==> src/rtl/vram_arbiter.sv <==
// Shares one single-port synchronous-read VRAM between a raster-order display
// prefetch FIFO (strict priority) and a CPU requester that fills the idle slots.
module vram_arbiter #(
  parameter int ADDR_W       = 19,
  parameter int DATA_W       = 12,
  parameter int FIFO_DEPTH   = 8,
  parameter int FRAME_PIXELS = 307200
) (
  input  logic              clk,
  input  logic              rst,
  input  logic              frame_start,
  input  logic              vga_read,
  output logic [DATA_W-1:0] vga_data,
  output logic              underflow,
  input  logic              cpu_req,
  input  logic              cpu_we,
  input  logic [ADDR_W-1:0] cpu_addr,
  input  logic [DATA_W-1:0] cpu_wdata,
  output logic              cpu_ack,
  output logic [DATA_W-1:0] cpu_rdata,
  output logic [ADDR_W-1:0] mem_addr,
  output logic              mem_rd,
  output logic              mem_we,
  output logic [DATA_W-1:0] mem_wdata,
  input  logic [DATA_W-1:0] mem_rdata
);
  localparam int PTR_W = $clog2(FIFO_DEPTH);
  localparam int CNT_W = PTR_W + 1;
  localparam logic [CNT_W:0]    DEPTH_C = (CNT_W+1)'(FIFO_DEPTH);
  localparam logic [ADDR_W-1:0] FRAME_C = ADDR_W'(FRAME_PIXELS);

  logic [DATA_W-1:0] fifo_q [FIFO_DEPTH];
  logic [PTR_W-1:0]  rd_ptr_q, rd_ptr_d;
  logic [PTR_W-1:0]  wr_ptr_q, wr_ptr_d;
  logic [CNT_W-1:0]  count_q, count_d;
  logic [ADDR_W-1:0] fetch_ptr_q, fetch_ptr_d;
  logic              fetch_inflight_q, fetch_inflight_d;
  logic              cpu_ack_q, cpu_ack_d;
  logic              cpu_rd_q, cpu_rd_d;
  logic              underflow_q, underflow_d;
  logic [DATA_W-1:0] cpu_rdata_q, cpu_rdata_d;

  logic              fifo_empty;
  logic              pop;
  logic              push;
  logic              fetch_go;
  logic              cpu_grant;
  logic [CNT_W:0]    occupancy;

  // CPU handshake: cpu_req is held with stable cpu_we/addr/wdata until cpu_ack;
  // cpu_ack is a single-cycle pulse one cycle after the grant, and a request
  // still high during its ack cycle is not granted again.
  assign fifo_empty = (count_q == '0);
  assign pop        = vga_read & ~fifo_empty & ~frame_start;
  assign push       = fetch_inflight_q & ~frame_start;
  // Slots already claimed once this cycle's pop is taken into account.
  assign occupancy  = {1'b0, count_q} + {{CNT_W{1'b0}}, fetch_inflight_q}
                    - {{CNT_W{1'b0}}, pop};
  assign fetch_go   = ~rst & ~frame_start & (fetch_ptr_q < FRAME_C)
                    & (occupancy < DEPTH_C);
  assign cpu_grant  = ~rst & ~fetch_go & cpu_req & ~cpu_ack_q;

  always_comb begin
    mem_rd    = 1'b0;
    mem_we    = 1'b0;
    mem_addr  = '0;
    mem_wdata = '0;
    if (fetch_go) begin
      mem_rd   = 1'b1;
      mem_addr = fetch_ptr_q;
    end else if (cpu_grant) begin
      mem_rd    = ~cpu_we;
      mem_we    = cpu_we;
      mem_addr  = cpu_addr;
      mem_wdata = cpu_wdata;
    end
  end

  always_comb begin
    count_d     = count_q;
    rd_ptr_d    = rd_ptr_q;
    wr_ptr_d    = wr_ptr_q;
    fetch_ptr_d = fetch_ptr_q;
    if (frame_start) begin
      count_d     = '0;
      rd_ptr_d    = '0;
      wr_ptr_d    = '0;
      fetch_ptr_d = '0;
    end else begin
      count_d     = count_q + CNT_W'(push) - CNT_W'(pop);
      rd_ptr_d    = rd_ptr_q + PTR_W'(pop);
      wr_ptr_d    = wr_ptr_q + PTR_W'(push);
      fetch_ptr_d = fetch_ptr_q + ADDR_W'(fetch_go);
    end
    fetch_inflight_d = fetch_go;
    cpu_ack_d        = cpu_grant;
    cpu_rd_d         = cpu_grant & ~cpu_we;
    underflow_d      = underflow_q | (vga_read & fifo_empty & ~frame_start);
    cpu_rdata_d      = (cpu_ack_q & cpu_rd_q) ? mem_rdata : cpu_rdata_q;
  end

  always_ff @(posedge clk) begin
    if (rst) begin
      for (int i = 0; i < FIFO_DEPTH; i++) fifo_q[i] <= '0;
      rd_ptr_q         <= '0;
      wr_ptr_q         <= '0;
      count_q          <= '0;
      fetch_ptr_q      <= '0;
      fetch_inflight_q <= 1'b0;
      cpu_ack_q        <= 1'b0;
      cpu_rd_q         <= 1'b0;
      underflow_q      <= 1'b0;
      cpu_rdata_q      <= '0;
    end else begin
      if (push) fifo_q[wr_ptr_q] <= mem_rdata;
      rd_ptr_q         <= rd_ptr_d;
      wr_ptr_q         <= wr_ptr_d;
      count_q          <= count_d;
      fetch_ptr_q      <= fetch_ptr_d;
      fetch_inflight_q <= fetch_inflight_d;
      cpu_ack_q        <= cpu_ack_d;
      cpu_rd_q         <= cpu_rd_d;
      underflow_q      <= underflow_d;
      cpu_rdata_q      <= cpu_rdata_d;
    end
  end

  assign vga_data  = fifo_empty ? '0 : fifo_q[rd_ptr_q];
  assign underflow = underflow_q;
  assign cpu_ack   = cpu_ack_q;
  assign cpu_rdata = cpu_rdata_d;
endmodule

==> config.mk <==
export PLATFORM = sky130hd
export DESIGN_NAME = vram_arbiter
export DESIGN_NICKNAME = d
export VERILOG_FILES = /design/src/rtl/vram_arbiter.sv
export SDC_FILE = /design/constraint.sdc
export NUM_CORES = 1
export LEC_CHECK = 0
export ABC_CLOCK_PERIOD_IN_PS = 10300
export BUFFER_PORTS_ARGS = -buffer_cell sky130_fd_sc_hd__buf_2
export CORE_AREA = 2 2 109 111
export CTS_BUF_LIST = sky130_fd_sc_hd__clkbuf_16
export CTS_CLUSTER_SIZE = 20
export DETAILED_ROUTE_END_ITERATION = 7
export DIE_AREA = 0 0 111 113
export GPL_TIMING_DRIVEN = 0
export MAX_ROUTING_LAYER = met4
export PLACE_DENSITY = 0.93
export SYNTH_ARGS = -nofsm -noshare
export SYNTH_HDL_FRONTEND = slang
export SYNTH_SLANG_ARGS = --single-unit
==> constraint.sdc <==
create_clock -name clk -period 10.3 [get_ports clk]
set_clock_uncertainty 0.15 [all_clocks]
set_input_delay 2.575 -clock clk [delete_from_list [all_inputs] [get_ports clk]]
set_output_delay 2.575 -clock clk [all_outputs]
set_load 0.1 [all_outputs]
Yosys cells after proc, flatten, opt, wreduce, memory -nomap -nowiden
Memories as Yosys holds them, arrays and structs flattened. A register that Yosys moved wholly into a read port is not among the register bits.
Index checks and enable logic that the tools add are counted.
Widths: inputs -> output; s select.

word-level totals
  memory bits (writable) = 96
  input port bits = 49
  memories = 1
  register bits = 45
  output and inout bits = 59
  logic and storage cells = 61

memories
  memory  words  bits a word  read ports  clocked after Yosys merged registers in  write ports  line  text
  fifo_q  8      12           1           1                                        8            32    logic [DATA_W-1:0] fifo_q [FIFO_DEPTH];

cells by class
  muxes and demuxes = 19
  $lt $le $gt $ge = 2
  add/subtract/negate cells = 7
  bitwise logic cells = 20
  reductions and logical operators = 3

operators by type and width
  kind                  count
  $mux 12               5
  $mux 19               2
  $add 19x1->19         1
  $lt 19x19->1 const B  1
  $and 1x1->1           13
  $reduce_or 12->1      1
  $mux 1                10
  $add 3x1->3           2
  $mux 3                2
  $not 1->1             6
  $add 4x1->5           1
  $lt 5x4->1 const B    1
  $sub 5x1->5           1
  $add 4x1->4           1
  $logic_not 4->1       1
  $sub 4x1->4           1
  $reduce_or 2->1       1
  $or 1x1->1            1

Depth between registers and ports, before layout
Gate-level depths: netlist of run 1.

  depth in word-level cells = 13
  mapped depth = 17
  depth with buffers taken out = 17

Least setup slack after synthesis of run 1
Ideal clock, no wire load.

  path kind = input -> output
  start = input port vga_read
  end = output port mem_addr[0]
  setup slack = 1.770 ns
  buffers on the path = 1
  stages = 9
  data arrival time = 5.805 ns
  required time = 7.575 ns
  cell sequence = nor2b_2 > nor2b_1 > nand2b_1 > ha_1 > nand3_1 > o21ai_1 > mux2i_2 > buf_6 > mux2i_1

between the ends
  cells in the longest elaborated chain, start to end = 11

RTL lines
  element                       line  text
  start: declaration            12    input logic vga_read,
  $and 1x1->1 (*) (2 in a row)  54    assign pop = vga_read & ~fifo_empty & ~frame_start;
  $sub 5x1->5 (*)               58    - {{CNT_W{1'b0}}, pop};
  $lt 5x4->1 (*)                60    & (occupancy < DEPTH_C);
  $and 1x1->1 (*)               60
  $not 1->1                     61    assign cpu_grant = ~rst & ~fetch_go & cpu_req & ~cpu_ack_q;
  $and 1x1->1 (3 in a row)      61
  $mux 19                       71    end else if (cpu_grant) begin
  $mux 19 (*)                   68    if (fetch_go) begin
  end: declaration              21    output logic [ADDR_W-1:0] mem_addr,

Mark *: on every way between the ends. The rest lies on a longest branch, timed or not.

Worst setup path in the final report of run 1
  start = input port frame_start
  end = output port mem_addr[3]

between the ends
  cells in the longest elaborated chain, start to end = 11
  elaborated cells between the ends (all ways) = 13
  those cells by class = add/sub (1); order compare (1); mux (2); bitwise (9)

RTL lines
  element                   line    text
  start: declaration        11      input logic frame_start,
  $not 1->1 (*)             54, 59
  $and 1x1->1               54
  $sub 5x1->5               58
  $lt 5x4->1                60
  $and 1x1->1 (*)           60
  $not 1->1                 61
  $and 1x1->1 (3 in a row)  61
  $mux 19                   71
  $mux 19 (*)               68

Marked as above.

==> results.cfg, run 1 <==
[pwr]
ir_drop_uv = 113.3
power_density_nw_per_um2 = 166.6
p_leak_nw = 3.359

[detailed_routing]
via_per_inst = 5.779
drt_first_pass_iters = 5
drt_iter0_drc = 452
vias = 4860
wire_per_inst_um = 19.35
ant_nets = 0
drc = 0
drt-total-wl_um = 16270

[synthesis]
synth_area_sq_um = 6819
ys_ff_latch = 141
synth_cell_type_count = 36
seq_area_frac_synth = 0.5549
synth.avg_cell_area_sq_um = 12.20
synth_nets = 620
synth_warnings = 0
synth_largest_area_cell = edfxtp_1
synth.area.top_cells = edfxtp_1, dfxtp_1, and2_1
synthCells = 559
synth_top_cell_area_share = 0.4228

[placed_design]
gp_congestion = 0.8745
io_buffers = 107
post-place-ws_ns = 2.267
place_inst = 809
dpl.hpwl_um = 11080

[cts]
cts_resized = 0
cts_sinks = 141
cts_buffers = 17
post_cts_buffers = 0
clkTransAtPathRegs_ns = 0.06
clk_latency_ns = 0.43
root_buffer = clkbuf_16
htree_levels = 4
cts_hold_buf = 0
cts_tree = yes
cts_max_path_buffers = 2

[floorplanning]
start_util = 0.6050
fp-row-count = 39
core_area_sq_um = 11270
die_w_um = 111
die_area_sq_um = 12540
io_pins = 108
die_h_um = 113

[sta]
drv_slew = 0
setup_viol = 0
hold_violations = 0
fmax_mhz = 123.9
rsz0062_at_grt = no
worst_pin_slew_ns = 0.8781
post-route-period-util = 0.7836
maxSlewHeadroom = 0.4133
period_needed_ns = 8.071
worst_slack_ns = 2.229
setup_tns_ns = 0

[critical_path]
slowest_stage = mux2i_2
cp-end-kind = primary output
path_cells = buf_2 > nor2b_2 > nor2b_1 > nand2b_1 > ha_1 > nand3_1 > o21ai_1 > mux2i_2 > buf_6 > mux2i_1 > buf_2
worstSetupPathType = primary input to primary output
slowest_delay_ns = 0.55
r2r_end = fetch_ptr_q[10]
r2r-start = count_q[3]
rr_worst_depth = 17
critPathMaxFanout = 10
cp.buffers_inverters = 3
cp_top_family = buffers and inverters
r2r_setup_slack_ns = 6.11
worstSetupStartpointType = primary input
cpMostUsedCell = buf_2
cp.required_ns = 7.58
cp_data_arrival_time_ns = 5.35

[status]
status = completed

[worst_hold_path]
hold_path.startpoint = underflow
hold_depth = 2
min_to = underflow
hold_path.class = register to register

[finish]
layout-drive-gt1-share = 0.2794
syn2layout_area_growth_pct = 18.66
nets = 746
most-common-layout-cells = buf_2, and2_1, edfxtp_1
final_cells = 841
antenna_cells = 0
mostFrequentLayoutCell = buf_2

[grt]
antenna_found_initial = 0
grt_max_degree = 17
grt_pass1_wl_um = 25860
overflow = 0
grt_pass1_vias = 5069
grt_usage = 0.2769

[run]
drv_cap = 0
## kinds of logic (layout without fill, tap and decap cells)
kind of cell,after synthesis,count (layout),share of synthesized area
simple gates,247,247,0.1993
flops,141,141,0.5549
mux,68,68,0.1466
buf+inv,57,196,0.03541
xor+xnor,25,25,0.03211
fa+ha+maj,12,12,0.02312
compound gates,9,9,0.008624
## flip-flops by register name (all words and copies together) (netlist names)
name and count:
fetch_ptr_q 19, rd_ptr_q 3, cpu_ack 1, fetch_inflight_q 1, wr_ptr_q 3, fifo_q 96
cpu_rd_q 1, cpu_rdata_q 12, count_q 4, underflow 1
## where the power goes
| group | switching (mW) | total, mW | internal (mW) |
|---|---|---|---|
| registers | 0.00657 | 0.626 | 0.619 |
| logic | 0.110 | 0.145 | 0.0355 |
| clock network | 0.251 | 0.576 | 0.325 |
## worst register-to-register path: stages (launching register included)
cell      delay (ns)
dfxtp_1         0.33
inv_1           0.08
ha_1            0.13
nor3b_1         0.71
nor2b_1         0.22
nand2b_1        0.17
ha_1            0.13
nand3_1         0.06
o21ai_1         0.22
mux2i_2         0.55
inv_1           0.18
ha_1            0.26
ha_1            0.23
nand3_1         0.19
nor2_1          0.13
nand4_1         0.13
xnor2_1         0.13
nor2_1          0.05
## per-layer routing
metal / track usage / vias to the layer above / part of all wire
met5: - / - / 0
met4: 0.1192 / 0 / 0.033
met3: 0.05838 / 57 / 0.082
met2: 0.4552 / 273 / 0.50
met1: 0.3358 / 2353 / 0.38
li1: - / 2177 / -
## layout make-up
class / instances / area, sq um
Clock buffer: 18 / 450.4
Multi-Input combinational cell: 361 / 2794
Sequential cell: 141 / 3784
Clock inverter: 14 / 107.6
Buffer: 30 / 140.1
Fill cell: 665 / 3181
Tap cell: 143 / 178.9
Timing Repair Buffer: 107 / 535.5
Inverter: 27 / 101.3
## metrics by stage
stage               hold slack, ns  power (mW)  cell area (sq um)  utilization
finish                      0.4141       1.348               8092       0.7178
global placement            0.3371      0.7747               7533       0.6683
floorplan                   0.3553      0.7413               6819            -
detailed placement          0.3486      0.7809               7533       0.6683
CTS                         0.4023       1.347               8092       0.7178
global route                0.4119       1.379               8092       0.7178
## cell usage after synthesis, drive strengths merged
master / n
and2: 103
edfxtp: 96
nor2: 50
dfxtp: 45
mux2i: 32
inv: 27
nand2: 26
mux4: 24
clkbuf: 23
xnor2: 23
and3: 14
nor2b: 14
mux2: 12
ha: 11
or2: 9
buf: 7
nand3: 7
nor3: 7
nand4: 6
nand2b: 5
a21oi: 4
o21ai: 3
nor3b: 2
xor2: 2
a21o: 1
and2b: 1
and4: 1
fa: 1
o311ai: 1
or3: 1
or3b: 1
## worst max path at each step
stage	from	end	slack, ns	cells after the start
CTS	frame_start	mem_addr[3]	2.25	11
global route	frame_start	mem_addr[3]	2.05	11
floorplan	vga_read	mem_addr[0]	1.77	9
finish	frame_start	mem_addr[3]	2.23	11
global placement	frame_start	mem_addr[15]	2.34	11
detailed placement	frame_start	mem_addr[3]	2.27	11
Note: power is estimated with default switching activity, not from simulation.
==> run 2: changes to the inputs <==
ABC_AREA = 1   (was not set)
ABC_CLOCK_PERIOD_IN_PS = 7930   (was 10300)
CORE_AREA = 2 2 113 115   (was 2 2 109 111)
DIE_AREA = 0 0 115 117   (was 0 0 111 113)
PLACE_DENSITY = 0.88   (was 0.93)
clock period = 7.93 ns   (was 10.3 ns; I/O delays follow)
==> results.cfg, run 2 <==
[grt]
antenna_found_initial = 0
overflow = 0
grt_pass1_vias = 5680
grt_usage = 0.2678
grt_pass1_wl_um = 26630
grt_max_degree = 17

[synthesis]
synth.avg_cell_area_sq_um = 8.558
synth_cell_type_count = 33
synthCells = 798
synth_top_cell_area_share = 0.4221
synth_warnings = 0
synth_most_common_cell = nor2_1
synth_nets = 859
ys_dominant_reg_cell = edfxtp_1
yosys-top-cells-count = nor2_1, nand2_1, edfxtp_1
synth.area.top_cells = edfxtp_1, dfxtp_1, nor2_1
async_flop_share = 0
synth-edff-count = 96
ys_ff_latch = 141
synth_largest_area_cell = edfxtp_1
seq_area_frac_synth = 0.5540
synth_area_sq_um = 6829

[run]
drv_cap = 0

[finish]
fin_util = 0.6642
layout-drive-gt1-share = 0.1870
largest_registers = fifo_q (96), fetch_ptr_q (19), cpu_rdata_q (12)
mostFrequentLayoutCell = nor2_1
largest_register_ff_count = 96
fillers = 975
most-common-layout-cells = nor2_1, buf_2, nand2_1
nets = 984
stdcell_area_sq_um = 8178
final_cells = 1086
syn2layout_area_growth_pct = 19.75
antenna_cells = 0
regMostFlops = fifo_q

[sta]
worst_pin_slew_ns = 0.6349
rsz0062_at_grt = no
setup_tns_ns = 0
hold_violations = 0
period_needed_ns = 6.536
holdWs_ns = 0.3208
worst_slack_ns = 1.394
fmax_mhz = 153.0
setup_viol = 0
maxSlewHeadroom = 0.5735
drv_slew = 0
post-route-period-util = 0.8242

[placed_design]
dpl.hpwl_um = 11710
place_inst = 1054
post-place-ws_ns = 1.382
io_buffers = 106
gp_congestion = 0.8772
placed_cell_area_sq_um = 7547

[critical_path]
critPathMaxFanout = 10
cp.required_ns = 5.80
cp-end-kind = primary output
worstSetupPathType = primary input to primary output
rr_worst_depth = 29
worstSetupStartpointType = primary input
cp_data_arrival_time_ns = 4.40

[cts]
cts_buffers = 17
root_buffer = clkbuf_16
post_cts_buffers = 0
cts_tree = yes
cts_sinks = 141
clkTransAtPathRegs_ns = 0.05
clk_latency_ns = 0.43
cts_resized = 0
htree_levels = 4
cts_max_path_buffers = 2
cts_hold_buf = 0

[status]
status = completed

[pwr]
p_total_mw = 1.880
p_leak_nw = 3.743
ir_drop_uv = 116.5
power_density_nw_per_um2 = 229.9

[worst_hold_path]
hold_depth = 2
hold_path.class = register to register

[floorplanning]
die_w_um = 115
fp-row-count = 41
start_util = 0.5547
io_pins = 108
die_area_sq_um = 13460
core_area_sq_um = 12310
die_h_um = 117

[detailed_routing]
drt-total-wl_um = 16510
wire_per_inst_um = 15.20
vias = 5865
drc = 0
drt_first_pass_iters = 5
ant_nets = 0
drt_iter0_drc = 548
via_per_inst = 5.401
[run 2: report_power, final]
group	internal [mW]	switching (mW)	leakage [nW]
Sequential	0.806	0.00762	1.36
Combinational	0.0434	0.173	2.08
Clock	0.551	0.300	0.304
[run 2: logic make-up (layout without fill, tap and decap cells)]
| kind of cell | after synthesis | after routing | share of synthesized area |
|---|---|---|---|
| and+or+nand+nor | 384 | 384 | 0.2413 |
| buffers and inverters | 130 | 268 | 0.07640 |
| AOI/OAI and AO/OA | 126 | 126 | 0.09875 |
| DFF | 141 | 141 | 0.5540 |
| adders and majority gates | 12 | 12 | 0.02309 |
| xor gates and xnor gates | 5 | 5 | 0.006414 |
[run 2: worst paths after layout]
path          startpoint         endpoint  slack (ns)
max          frame_start      mem_addr[8]        1.39
min            underflow        underflow        0.32
max reg2reg   count_q[3]  fetch_ptr_q[18]        3.80
min reg2reg    underflow        underflow        0.32
[run 2: worst max-delay path: stages]
cell and delay, ns:
buf_2 0.15, nor2_4 0.20, nand2_4 0.08, nor2_1 0.23, inv_1 0.10, ha_1 0.30
nand2_1 0.05, inv_1 0.06, nand3_2 0.07, nand2_2 0.06, nand2_2 0.05, nand3_2 0.09
nand2_1 0.11, nor2_4 0.15, buf_6 0.15, nand2_1 0.06, nand2_1 0.07, buf_2 0.43
[run 2: metal layers]
metal	global-route usage	routed length (um)
met1	0.3005	6341
met4	0.1269	539
met2	0.4678	8766
met3	0.04583	859
met5	-	0
[run 2: cell type report]
class / instances / area, sq um / share of cell area
Sequential cell: 141 / 3784 / 0.4627
Multi-Input combinational cell: 527 / 2524 / 0.3086
Timing Repair Buffer: 106 / 530.5 / 0.06487
Clock buffer: 17 / 425.4 / 0.05202
Inverter: 92 / 345.3 / 0.04223
Clock inverter: 15 / 205.2 / 0.02509
Tap cell: 150 / 187.7 / 0.02295
Buffer: 38 / 176.4 / 0.02157
